[config.mk]
export PLATFORM = sky130hd
export DESIGN_NAME = dma_io_device
export DESIGN_NICKNAME = d
export VERILOG_FILES = /design/src/rtl/dma_io_device.sv
export SDC_FILE = /design/constraint.sdc
export NUM_CORES = 1
export LEC_CHECK = 0
export BUFFER_PORTS_ARGS = -buffer_cell sky130_fd_sc_hd__buf_4
export CORE_ASPECT_RATIO = 0.5
export CORE_MARGIN = 2
export CORE_UTILIZATION = 35
export CTS_CLUSTER_DIAMETER = 50
export DETAILED_ROUTE_END_ITERATION = 16
export PLACE_DENSITY = 0.5
export SLEW_MARGIN = 20
export SYNTH_ARGS = -nofsm -noshare
export SYNTH_HDL_FRONTEND = slang
export SYNTH_SLANG_ARGS = --single-unit
[constraint.sdc]
create_clock -name CLK -period 4.5 [get_ports CLK]
set_clock_uncertainty 0.05 [all_clocks]
set_input_delay 0.45 -clock CLK [delete_from_list [all_inputs] [get_ports CLK]]
set_output_delay 0.45 -clock CLK [all_outputs]
set_load 0.02 [all_outputs]
[src/rtl/dma_io_device.sv]
// dma_io_device: DMA channel requester/responder with a small byte FIFO.
// Sources bytes on IOR_N or sinks them from IOW_N; ends a block on its own count or on EOP_N_IN.
module dma_io_device #(
  parameter int DATA_W = 8,
  parameter int DEPTH  = 8,
  parameter int CNT_W  = 16
) (
  input  logic              CLK,
  input  logic              RESET,
  input  logic              DIR,
  input  logic              START,
  input  logic [CNT_W-1:0]  XFER_LEN,
  output logic              DREQ,
  input  logic              DACK,
  input  logic              IOR_N,
  input  logic              IOW_N,
  input  logic [DATA_W-1:0] DB_IN,
  output logic [DATA_W-1:0] DB_OUT,
  output logic              DB_OE,
  input  logic              EOP_N_IN,
  output logic              EOP_N_OUT,
  input  logic              PUSH_VALID,
  input  logic [DATA_W-1:0] PUSH_DATA,
  output logic              PUSH_READY,
  output logic              POP_VALID,
  output logic [DATA_W-1:0] POP_DATA,
  input  logic              POP_READY,
  output logic              BUSY,
  output logic              DONE,
  output logic              TC,
  output logic              ERR
);
  // state    | meaning
  // S_IDLE   | no block in progress
  // S_REQ    | requesting service, DREQ raised when the FIFO allows
  // S_ACK    | DACK held, watching the active strobe for its rising edge
  // S_COMMIT | one cycle: move the byte between FIFO and bus, count down
  // S_DONE   | one-cycle end-of-block pulse

  localparam int AW = $clog2(DEPTH);

  typedef enum logic [2:0] {S_IDLE, S_REQ, S_ACK, S_COMMIT, S_DONE} state_t;

  state_t             state, state_nxt;
  logic               dir_q, dreq_q, tc_q, err_q;
  logic               ior_prev, iow_prev, both_seen, wait_rel;
  logic [CNT_W-1:0]   cnt;
  logic [DATA_W-1:0]  cap_q;
  logic [DATA_W-1:0]  mem [DEPTH];
  logic [AW-1:0]      wr_ptr, rd_ptr;
  logic [AW:0]        count;
  logic [AW+1:0]      occ_local;

  logic full, empty, push_acc, pop_acc, dma_push, dma_pop;
  logic strobe_n, strobe_prev, strobe_rise, both_low, eop_req, last;

  assign full        = (count == (AW+1)'(DEPTH));
  assign empty       = (count == '0);
  assign push_acc    = PUSH_VALID && !full;
  assign pop_acc     = POP_READY && !empty;
  assign occ_local   = {1'b0, count} + (AW+2)'(push_acc) - (AW+2)'(pop_acc);
  // DMA side takes the slot behind any same-cycle local traffic
  assign dma_push    = (state == S_COMMIT) && dir_q && (occ_local < (AW+2)'(DEPTH));
  assign dma_pop     = (state == S_COMMIT) && !dir_q && ({1'b0, count} > (AW+2)'(pop_acc));

  assign strobe_n    = dir_q ? IOW_N : IOR_N;
  assign strobe_prev = dir_q ? iow_prev : ior_prev;
  assign strobe_rise = !strobe_prev && strobe_n;
  assign both_low    = DACK && !IOR_N && !IOW_N;
  assign eop_req     = !EOP_N_IN && (state inside {S_REQ, S_ACK, S_COMMIT});
  assign last        = (cnt == CNT_W'(1));

  always_comb begin
    state_nxt = state;
    case (state)
      S_IDLE:   if (START && XFER_LEN != '0) state_nxt = S_REQ;
      S_REQ: begin
        if (eop_req)                          state_nxt = S_DONE;
        else if (DACK && dreq_q && !wait_rel) state_nxt = S_ACK;
      end
      S_ACK: begin
        if (eop_req)                                          state_nxt = S_DONE;
        else if (!DACK)                                       state_nxt = S_REQ;
        else if (strobe_rise && !both_seen && !both_low)      state_nxt = S_COMMIT;
      end
      S_COMMIT: state_nxt = (last || eop_req) ? S_DONE : S_REQ;
      S_DONE:   state_nxt = S_IDLE;
      default:  state_nxt = S_IDLE;
    endcase
  end

  always_ff @(posedge CLK) begin
    if (RESET) begin
      state     <= S_IDLE;
      dir_q     <= 1'b0;
      cnt       <= '0;
      dreq_q    <= 1'b0;
      tc_q      <= 1'b0;
      err_q     <= 1'b0;
      ior_prev  <= 1'b1;
      iow_prev  <= 1'b1;
      both_seen <= 1'b0;
      wait_rel  <= 1'b0;
      cap_q     <= '0;
      wr_ptr    <= '0;
      rd_ptr    <= '0;
      count     <= '0;
    end else begin
      state    <= state_nxt;
      ior_prev <= IOR_N;
      iow_prev <= IOW_N;
      dreq_q   <= (state == S_REQ) && (state_nxt == S_REQ) && !wait_rel && (dir_q ? !full : !empty);
      if (both_low) err_q <= 1'b1;
      case (state)
        S_IDLE: if (START && XFER_LEN != '0) begin
          dir_q    <= DIR;
          cnt      <= XFER_LEN;
          wait_rel <= 1'b0;
        end
        S_REQ: begin
          both_seen <= 1'b0;
          if (!DACK) wait_rel <= 1'b0;
        end
        S_ACK: begin
          if (both_low)         both_seen <= 1'b1;
          else if (strobe_rise) both_seen <= 1'b0;
          if (dir_q && DACK && !IOW_N) cap_q <= DB_IN;
        end
        S_COMMIT: begin
          cnt      <= cnt - CNT_W'(1);
          wait_rel <= 1'b1;
        end
        default: ;
      endcase
      if (state_nxt == S_DONE && state != S_DONE) tc_q <= (state == S_COMMIT) && last;
      wr_ptr <= wr_ptr + AW'(push_acc) + AW'(dma_push);
      rd_ptr <= rd_ptr + AW'(pop_acc) + AW'(dma_pop);
      count  <= count + (AW+1)'(push_acc) + (AW+1)'(dma_push)
                      - (AW+1)'(pop_acc) - (AW+1)'(dma_pop);
    end
  end

  always_ff @(posedge CLK) begin
    if (push_acc) mem[wr_ptr] <= PUSH_DATA;
    if (dma_push) mem[wr_ptr + AW'(push_acc)] <= cap_q;
  end

  assign DREQ       = dreq_q;
  assign DB_OE      = (state == S_ACK) && !dir_q && DACK && !IOR_N;
  assign DB_OUT     = DB_OE ? mem[rd_ptr] : '0;
  assign EOP_N_OUT  = !((state == S_COMMIT) && last);
  assign PUSH_READY = !full;
  assign POP_VALID  = !empty;
  assign POP_DATA   = mem[rd_ptr];
  assign BUSY       = (state != S_IDLE);
  assign DONE       = (state == S_DONE);
  assign TC         = tc_q;
  assign ERR        = err_q;
endmodule

==> summary.txt, run 1 <==
Run status
  • Status: complete, no violations

Power
  • Clock power share: 29.0%
  • VDD IR max: 0.189 mV
  • Combinational fraction of design power: 29.3%
  • Leakage: 2.55 nW
  • Switching Share: 30.9%
  • Flop pwr share: 41.7%
  • Switching pwr: 0.000886 W
  • Total power: 0.00286 W
  • PD cells: 416 mW/mm²
  • P_int: 0.00198 W

Synthesis
  • Post-synthesis cell count: 485
  • Most used DFF post-synth: edfxtp_1
  • Sequential element share of the synthesized area: 48.0%
  • Synth cell types: 56
  • Largest cells by area after synthesis: edfxtp_1 33%, dfxtp_1 15%, mux2_2 11%
  • Synthesis-stage register bit count: 109
  • Number of synthesized flops with an enable pin: 64
  • Top cell type's share of synthesized area: 32.7%
  • Post-synthesis net count: 545
  • Most common cell in the netlist: edfxtp_1
  • Post-synth top area cell: edfxtp_1
  • Most frequent cells after synthesis: 64 x edfxtp_1, 56 x mux2_2, 45 x dfxtp_1
  • Mapped Area: 0.00588 mm²
  • Yosys warns: 0
  • Ys async rst share: 0%
  • Syn avg cell area: 12.1 µm²

Global route
  • First-pass GRT wire length: 22,600 µm
  • Initial antenna violation count: 0
  • Gr usage total: 16.6%
  • Largest net degree at the start of global routing: 47
  • Grt ovf: 0
  • Vias in the first global route: 4,044

Drt
  • Top layer in use: met4
  • Wirelength per Cell: 18.1 µm
  • Routed length on met1: 7260 µm
  • Remaining antenna violation count: 0
  • WL met2: 6270 µm
  • Vias: 3,978
  • Vias per cell: 5.13
  • DRT iter0 DRCs: 199
  • Drt drc: 0
  • Drt first pass iters: 4
  • Final wirelength: 14,100 µm
  • Wire length on met3: 446 µm

Worst setup path
  • Critical path endpoint category: flip-flop
  • Req. time, crit path: 4.67 ns
  • CP max stage delay: 0.47 ns
  • CP Launch Type: flip-flop
  • CP bufs+invs: 4
  • CP Cell Sequence: inv_1 -> ha_1 -> or3b_2 -> nand2_1 -> nand2_1 -> ha_1 -> nand3_1 -> o21ai_2 -> mux2i_4 -> nor2b_1 -> inv_1 -> fa_1 -> inv_1 -> ha_1 -> inv_1 -> fa_1 -> xnor2_1 -> nor2_1
  • CP Class: flip-flop to flip-flop
  • Top delay family on crit path: adder cells
  • Worst path most repeated cell: inv_1
  • CP Max Fanout: 9
  • Worst Path Arrival: 4.11 ns
  • Slowest CP cell: or3b_2
  • R2r setup slk: 0.56 ns

Final layout
  • Nets: 605
  • Layout cells sized above 1: 34.4%
  • Syn-to-layout area delta: 17.2%
  • Final instance area: 0.00689 mm²
  • Post-layout util: 42.0%
  • Number of diodes: 0

Job
  • Max-cap violations: 0

Timing
  • Final-report hold violation count: 0
  • Setup-failing EPs final: 0
  • FMAX: 254 MHz
  • RSZ-0062 raised after global routing: no
  • Tmin final: 3.94 ns
  • Worst slew margin: 36.6%
  • Final Max Tran Viols: 0
  • Fin crit share: 87.6%
  • Final setup margin: 0.559 ns
  • Tightest Pin Transition: 0.949 ns
  • Post-Route Setup TNS: 0 ns

Placed design
  • Detailed Place HPWL: 9500 µm
  • Placed cell area: 0.00658 mm²
  • # port buffers: 66
  • GPL Wtd Cong: 0.792
  • DP Worst Slack: 0.530 ns

Floorplan
  • Die W: 187 µm
  • Starting Density: 35.9%
  • Core Region: 0.0164 mm²
  • Io pins: 67
  • Num rows: 33
  • Die area: 0.0179 mm²
  • Die Ht: 95.6 µm

Clocking
  • CTS tree: built
  • Worst skew pair latency: 0.34 ns
  • CTS Sinks: 109
  • CTS Root Buffer Type: clkbuf_16
  • Post-CTS sizing: 0
  • CTS clock-pin slew for the worst setup and hold paths: 0.07 ns
  • TritonCTS buffer count: 9
  • Post-CTS Setup Inserts: 0
  • CTS H-tree depth: 3
  • Post-CTS Hold Buffers: 0
  • CTS Buffer Depth: 2

Hold path
  • Hold WC Path Type: primary input to flip-flop
[worst paths after layout]
path / startpoint / endpoint / cells after the start
worst min register to register: TC / TC / 2
worst min-delay path: IOR_N / ior_prev / 2
worst max-delay path: count[2] / count[3] / 18
worst max register to register: count[2] / count[3] / 18
[flip-flops by register name, indices dropped and copies added, names as in the netlist, 3 cells and up]
signal / flops
cap_q: 8
cnt: 16
mem: 64
rd_ptr: 3
wr_ptr: 3
state: 3
count: 4
[kinds of logic (layout without fill, tap and decap cells)]
logic type	Yosys count	after routing	synth area share, %
DFF	109	109	48.0
and+or+nand+nor	161	161	14.8
adders and majority gates	18	18	4.21
AOI/OAI and AO/OA	53	53	5.90
xor gates and xnor gates	9	9	1.34
muxes	98	98	22.9
buffers and inverters	37	101	2.87
[power groups by stage]
| stage | clock, W | combinational (W) | sequential (W) |
|---|---|---|---|
| 2_1_floorplan | 0 | 0.000626 | 0.00119 |
| 3_3_place_gp | 0 | 0.000851 | 0.00121 |
| 3_5_place_dp | 0 | 0.000852 | 0.00122 |
| 4_1_cts | 0.000856 | 0.000856 | 0.00119 |
| 5_1_grt | 0.000888 | 0.000936 | 0.00120 |
| 6_report | 0.000831 | 0.000839 | 0.00119 |
[area by class of cell]
type	count	area [µm²]
Multi-Input combinational cell	339	2890
Fill cell	1608	9510
Inverter	16	60.1
Clock buffer	9	225
Sequential cell	109	2820
Clock inverter	6	82.6
Timing Repair Buffer	70	526
Tap cell	227	284
[placed cells by master, fill, tap and decap left out, types with 6 or more instances in the layout]
master     count
inv_1         16
ha_1          15
nor2_1        38
dfxtp_1       45
nor3_1         8
nand3_1       14
nand3_2        6
buf_4         70
clkbuf_16      9
edfxtp_1      64
nor2b_1       19
a21oi_1       18
xnor2_1        6
a31oi_1        7
nor4_1        11
mux2i_1        9
nand2_1       33
mux2_4        16
mux4_2        16
mux2_2        56
[layer usage]
metal | vias to the layer above | GRT usage, %
met1 | 1957 | 23.5
met2 | 75 | 26.7
met5 | - | 0
li1 | 1938 | -
met3 | 8 | 3.31
met4 | 0 | 3.24
[per-stage QoR]
stage	hold slack, ns	cells
after global routing	0.269	776
after detailed placement	0.404	761
final	0.279	776
after global placement	0.397	761
after CTS	0.268	776
after floorplan	0.386	485
No activity file was read; power rests on OpenSTA's default activity.
==> run 2: changes to the inputs <==
Settings changed: REMOVE_ABC_BUFFERS set to 1.
Clock period 4.5 ns to 4.23 ns, I/O delays scaled along.
==> summary.txt, run 2 (synthesized netlist as in run 1, its figures left out) <==
Clocking
  • TritonCTS buffer count: 9 (unchanged)
  • Post-CTS Setup Inserts: 0 (unchanged)
  • CTS clock-pin slew for the worst setup and hold paths: 0.08 ns (about the same)
  • CTS H-tree depth: 3 (unchanged)
  • CTS Buffer Depth: 2 (unchanged)
  • CTS tree: built
  • Worst skew pair latency: 0.34 ns (about the same)
  • CTS Sinks: 109 (unchanged)
  • Post-CTS sizing: 0 (unchanged)
  • Post-CTS Hold Buffers: 0 (unchanged)
  • CTS Root Buffer Type: clkbuf_16

Power
  • Clock power share: 27.5% (-1.5 points)
  • Combinational fraction of design power: 30.1% (+0.8 points)
  • P_int: 0.00206 W (+4.1%)
  • Leakage: 2.54 nW (-0.32%)
  • Switching Share: 31.2% (+0.30 points)
  • PD cells: 436 mW/mm² (+4.8%)
  • VDD IR max: 0.240 mV (+27%)
  • Flop pwr share: 42.3% (+0.6 points)
  • Switching pwr: 0.000936 W (+5.6%)

Worst setup path
  • Worst Path Arrival: 3.91 ns (-0.20 ns)
  • Reg-to-reg endpoint: count[3]
  • R2r setup slk: 0.49 ns (-0.07 ns)
  • CP Max Fanout: 4 (-5)
  • CP max stage delay: 0.47 ns (about the same)
  • Slowest CP cell: or3b_2
  • CP Class: flip-flop to flip-flop
  • Beginning of the critical path: count[2]
  • Critical path endpoint category: flip-flop
  • CP Cell Sequence: inv_1 -> ha_1 -> or3b_2 -> nand2_1 -> nand2_1 -> ha_1 -> nand3_1 -> o21ai_2 -> mux2i_4 -> nor2b_1 -> inv_1 -> fa_1 -> inv_1 -> ha_1 -> inv_1 -> fa_1 -> xnor2_1 -> nor2_1
  • Worst path most repeated cell: inv_1
  • Worst R2R Path Depth: 18 (unchanged)
  • Worst r2r src: count[2]
  • Req. time, crit path: 4.39 ns (-0.28 ns)
  • CP Launch Type: flip-flop

Global route
  • First-pass GRT wire length: 22,000 µm (-2.7%)
  • Initial antenna violation count: 0 (unchanged)
  • Gr usage total: 16.4% (-0.24 points)
  • Largest net degree at the start of global routing: 47 (unchanged)
  • Vias in the first global route: 3,883 (-4.0%)
  • Grt ovf: 0 (unchanged)

Placed design
  • # port buffers: 66 (unchanged)
  • Placed cell area: 0.00659 mm² (+0.11%)
  • GPL Wtd Cong: 0.747 (-5.6%)
  • Detailed Place HPWL: 9420 µm (-0.90%)

Drt
  • Drt drc: 0 (unchanged)
  • Vias: 3,944 (-0.85%)
  • Vias per cell: 5.07 (-1.1%)
  • Final wirelength: 14,100 µm (about the same)
  • DRT iter0 DRCs: 253 (+27%)
  • Remaining antenna violation count: 0 (unchanged)
  • Drt first pass iters: 4 (unchanged)
  • Wirelength per Cell: 18.1 µm (-0.27%)

Final layout
  • Syn-to-layout area delta: 16.9%
  • Largest Register: mem
  • Most common cell after layout, fill and taps aside: buf_4
  • Most frequent cells in the layout: 71 x buf_4, 64 x edfxtp_1, 56 x mux2_2
  • Layout cells sized above 1: 34.5% (+0.057 points)
  • Nets: 606 (+0.17%)
  • Number of diodes: 0 (unchanged)
  • Number of flip-flops under the largest register name: 64 (unchanged)
  • Final instance area: 0.00687 mm² (-0.20%)
  • Largest registers: mem x64, cnt x16, cap_q x8

Timing
  • RSZ-0062 raised after global routing: no
  • FMAX: 267 MHz (+5.3%)
  • Setup-failing EPs final: 0 (unchanged)
  • Tightest Pin Transition: 0.944 ns (-0.00523 ns)
  • Final Max Tran Viols: 0 (unchanged)
  • Tmin final: 3.74 ns (-0.198 ns)
  • Fin crit share: 88.5% (+0.90 points)
  • Worst slew margin: 37.0% (+0.35 points)
  • Post-Route Setup TNS: 0 ns (unchanged)
  • Final-report hold violation count: 0 (unchanged)

Hold path
  • Hold path start: IOR_N
  • Sink of the worst hold path: ior_prev
  • Hold depth: 2 (unchanged)
  • Hold WC Path Type: primary input to flip-flop

Floorplan
  • Num rows: 33 (unchanged)
  • Die W: 187 µm (unchanged)
  • Die Ht: 95.6 µm (unchanged)
  • Die area: 0.0179 mm² (unchanged)
  • Starting Density: 35.9% (unchanged)
  • Core Region: 0.0164 mm² (unchanged)
  • Io pins: 67 (unchanged)

Run status
  • Status: complete, no violations

Job
  • Max-cap violations: 0 (unchanged)
-- run 2: cell count changes in the layout (fill, tap and decap cells not counted), sizes merged --
cell	delta
clkinvlp	+1
buf	+1
bufinv	-1
clkbuf	+1
-- run 2: critical path: cells and delay by family, from the launching register on --
kind	cells	cell delay [ns]
AO/OA/AOI/OAI	1	0.19
multiplexers	1	0.27
buffers and inverters	4	0.28
XOR/XNOR	1	0.15
AND/OR/NAND/NOR	6	1.04
adder cells (fa/ha/maj)	5	1.28
flip-flops	1	0.35
-- run 2: worst max-delay path by stage --
stage	to	cells after the start	slack (ns)
3_5_place_dp	count[3]	18	0.49
5_1_grt	count[3]	18	0.21
2_1_floorplan	count[3]	18	0.47
3_3_place_gp	count[3]	18	0.56
4_1_cts	count[3]	18	0.46
6_report	count[3]	18	0.49
-- run 2: final cells by class --
cell class,count,area [µm²]
multi-input cells,339,2890
flip-flops and latches,109,2820
well taps,227,284
clock buffers,10,229
repair buffers,71,533
fillers,1581,9520
clock inverters,6,57.6
inverters,16,60.1
-- run 2: per-layer routing --
metal	GRT usage [%]	up-vias	part of all wire [%]
met4	3.04	0	0.60
met1	22.6	1918	51
met3	3.13	4	3.2
li1	-	1953	-
met5	0	-	0
met2	27.3	69	46
-- run 2: stage by stage --
stage | total power (W) | std cells | util [%] | setup slack [ns] | hold WS, ns
detailed placement | 0.00221 | 762 | 40.2 | 0.486 | 0.407
CTS | 0.00303 | 778 | 41.9 | 0.459 | 0.243
global placement | 0.00221 | 762 | 40.2 | 0.560 | 0.403
finish | 0.00299 | 778 | 41.9 | 0.487 | 0.253
floorplan | 0.00190 | 464 | - | 0.466 | 0.386
global route | 0.00316 | 778 | 41.9 | 0.210 | 0.247
-- run 2: power by group through the flow --
stage | clock network, W | registers [W] | logic, W
global placement | 0 | 0.00129 | 0.000913
global route | 0.000883 | 0.00128 | 0.000998
floorplan | 0 | 0.00131 | 0.000597
detailed placement | 0 | 0.00129 | 0.000915
finish | 0.000824 | 0.00127 | 0.000902
CTS | 0.000840 | 0.00127 | 0.000918
==> run 3: changes to the inputs <==
Settings changed: ABC_AREA set to 1, PLACE_DENSITY 0.5 to 0.56.
==> summary.txt, run 3 <==
Run status
  • Status: complete, no violations

Floorplan
  • Die W: 194 µm (+3.3%)
  • Io pins: 67 (unchanged)
  • Die area: 0.0191 mm² (+6.7%)
  • Die Ht: 98.8 µm (+3.3%)
  • Num rows: 34 (+3.0%)
  • Core Region: 0.0175 mm² (+6.7%)
  • Starting Density: 35.9% (+0.085 points)

Synthesis
  • Sequential element share of the synthesized area: 44.9% (-3.1 points)
  • Most frequent cells after synthesis: 227 x nand2_1, 91 x nor2_1, 89 x nand3_1
  • Top cell type's share of synthesized area: 30.6% (-2.1 points)
  • Mapped Area: 0.00628 mm² (+6.9%)
  • Synth cell types: 40 (-29%)
  • Post-synthesis cell count: 822 (+69%)
  • Number of synthesized flops with an enable pin: 64 (unchanged)
  • Post-synth top area cell: edfxtp_1
  • Ys async rst share: 0% (unchanged)
  • Most used DFF post-synth: edfxtp_1
  • Most common cell in the netlist: nand2_1
  • Yosys warns: 0 (unchanged)
  • Syn avg cell area: 7.65 µm² (-37%)
  • Largest cells by area after synthesis: edfxtp_1 31%, dfxtp_1 14%, nand2_1 14%
  • Synthesis-stage register bit count: 109 (unchanged)

Clocking
  • CTS H-tree depth: 3 (unchanged)
  • Post-CTS Setup Inserts: 0 (unchanged)
  • Post-CTS sizing: 0 (unchanged)
  • TritonCTS buffer count: 9 (unchanged)
  • CTS clock-pin slew for the worst setup and hold paths: 0.07 ns (about the same)
  • CTS Buffer Depth: 2 (unchanged)
  • Worst skew pair latency: 0.34 ns (about the same)
  • Post-CTS Hold Buffers: 0 (unchanged)
  • CTS tree: built
  • CTS Root Buffer Type: clkbuf_16
  • CTS Sinks: 109 (unchanged)

Worst setup path
  • Req. time, crit path: 4.40 ns (about the same)
  • CP Max Fanout: 9 (+5)
  • Beginning of the critical path: count[3]
  • Worst r2r src: count[3]
  • CP Class: flip-flop to flip-flop
  • CP Launch Type: flip-flop
  • Worst R2R Path Depth: 21 (+3)
  • R2r setup slk: 0.61 ns (+0.12 ns)
  • Critical path endpoint category: flip-flop
  • Worst Path Arrival: 3.79 ns (-0.12 ns)

Timing
  • Tightest Pin Transition: 0.942 ns (-0.00261 ns)
  • Final Max Tran Viols: 0 (unchanged)
  • Post-Route Setup TNS: 0 ns (unchanged)
  • Tmin final: 3.62 ns (-0.122 ns)
  • Setup-failing EPs final: 0 (unchanged)
  • RSZ-0062 raised after global routing: no
  • FMAX: 276 MHz (+3.4%)
  • Final-report hold violation count: 0 (unchanged)
  • Worst slew margin: 37.2% (+0.19 points)
  • Fin crit share: 85.6% (-2.9 points)

Final layout
  • Most frequent cells in the layout: 227 x nand2_1, 91 x nor2_1, 89 x nand3_1
  • Layout cells sized above 1: 13.1% (-21 points)
  • Most common cell after layout, fill and taps aside: nand2_1
  • Filler Cell Count: 1,776 (+12%)
  • Final instance area: 0.00723 mm² (+5.1%)
  • Syn-to-layout area delta: 15.0%
  • Largest registers: mem x64, cnt x16, cap_q x8
  • Largest Register: mem
  • Nets: 925 (+53%)
  • Number of diodes: 0 (unchanged)
  • Post-layout util: 41.3% (-0.60 points)
  • Number of flip-flops under the largest register name: 64 (unchanged)
  • Register Area: 0.00282 mm² (unchanged)
  • Final std cells w/o fill: 1,103 (+42%)
  • Area of the multi-input gates: 0.00300 mm² (+3.8%)

Drt
  • WL met2: 8000 µm (+24%)
  • Top layer in use: met4
  • Wirelength per Cell: 16.1 µm (-11%)
  • Vias: 5,593 (+42%)
  • Wire length on met3: 1230 µm (+180%)
  • Routed length on met1: 8250 µm (+16%)
  • Drt first pass iters: 6 (+2)
  • Final wirelength: 17,800 µm (+26%)
  • Remaining antenna violation count: 0 (unchanged)
  • Vias per cell: 5.07 (about the same)
  • DRT iter0 DRCs: 411 (+62%)
  • Drt drc: 0 (unchanged)

Power
  • P_int: 0.00204 W (-0.98%)
  • PD cells: 469 mW/mm² (+7.7%)
  • VDD IR max: 0.269 mV (+12%)
  • Switching Share: 39.9% (+8.6 points)
  • Combinational fraction of design power: 38.0% (+7.9 points)
  • Switching pwr: 0.00135 W (+44%)
  • Clock power share: 24.2% (-3.3 points)
  • Total power: 0.00339 W (+13%)
  • Leakage: 3.12 nW (+23%)
  • Flop pwr share: 37.8% (-4.5 points)

Job
  • Max-cap violations: 0 (unchanged)

Placed design
  • GPL Wtd Cong: 0.850 (+14%)
  • # port buffers: 66 (unchanged)
  • Placed cells: 1,088 (+43%)
  • Placed cell area: 0.00694 mm² (+5.3%)
  • Detailed Place HPWL: 13,100 µm (+39%)

Global route
  • Vias in the first global route: 5,388 (+39%)
  • Gr usage total: 18.6% (+2.2 points)
  • Largest net degree at the start of global routing: 66 (+40%)
  • Grt ovf: 0 (unchanged)
  • First-pass GRT wire length: 28,000 µm (+27%)
  • Initial antenna violation count: 0 (unchanged)

Hold path
  • Hold depth: 3 (+1)
  • Hold WC Path Type: primary input to flip-flop
  • Hold path start: IOR_N
-- run 3: changes by cell type in the layout (fill, tap and decap cells not counted), sizes merged, moves of 54 or more --
cell   previous run  this run
inv              18        72
mux2             72         0
nand2            33       233
nand3            20        91
nor2             38        94
o21ai             6        65
-- run 3: path summary, 6_finish.rpt --
kind               to
max          count[3]
min          ior_prev
max reg2reg  count[3]
min reg2reg      DREQ
-- run 3: through the flow --
step                setup slack, ns  hold slack, ns
floorplan                     0.135           0.365
global placement              0.656           0.387
detailed placement            0.619           0.390
CTS                           0.574           0.224
global route                  0.326           0.225
finish                        0.610           0.232
-- run 3: cells by family after synthesis --
family | share of synthesized area, %
AOI/OAI and AO/OA | 11.5
xor gates and xnor gates | 0.836
adders and majority gates | 3.94
buffers and inverters | 7.51
DFF | 44.9
and+or+nand+nor | 31.3
-- run 3: area by class of cell --
cell class | count | area share, %
inverter | 73 | 3.79
multi-input combinational | 598 | 41.5
clock buffer | 9 | 3.12
timing repair buffer | 74 | 7.69
clock inverter | 6 | 0.814
tap | 234 | 4.05
sequential | 109 | 39.1
-- run 3: layer usage --
metal | GRT usage (%) | vias up
met5 | 0 | -
met4 | 4.64 | 0
met3 | 4.07 | 26
met2 | 30.9 | 187
met1 | 24.9 | 2551
li1 | - | 2829
-- run 3: power groups by stage --
stage          combinational, W  clock [W]  sequential [W]
2_1_floorplan          0.000879          0         0.00130
3_3_place_gp            0.00128          0         0.00130
3_5_place_dp            0.00130          0         0.00131
4_1_cts                 0.00130   0.000828         0.00128
5_1_grt                 0.00143   0.000870         0.00129
6_report                0.00129   0.000820         0.00128
-- run 3: worst max-delay path, cell delays in order (launching register included) --
cell	delay [ns]
dfxtp_1	0.46
inv_1	0.16
ha_1	0.26
a21oi_2	0.30
nand2_1	0.10
ha_1	0.30
nand2_1	0.06
inv_1	0.07
nand3_2	0.08
nand2_2	0.08
nand2_4	0.06
nand3_4	0.16
nand2_4	0.07
nor2_4	0.08
inv_1	0.05
fa_1	0.34
inv_1	0.06
ha_1	0.13
inv_1	0.04
fa_1	0.37
xnor2_1	0.15
nor2_1	0.05
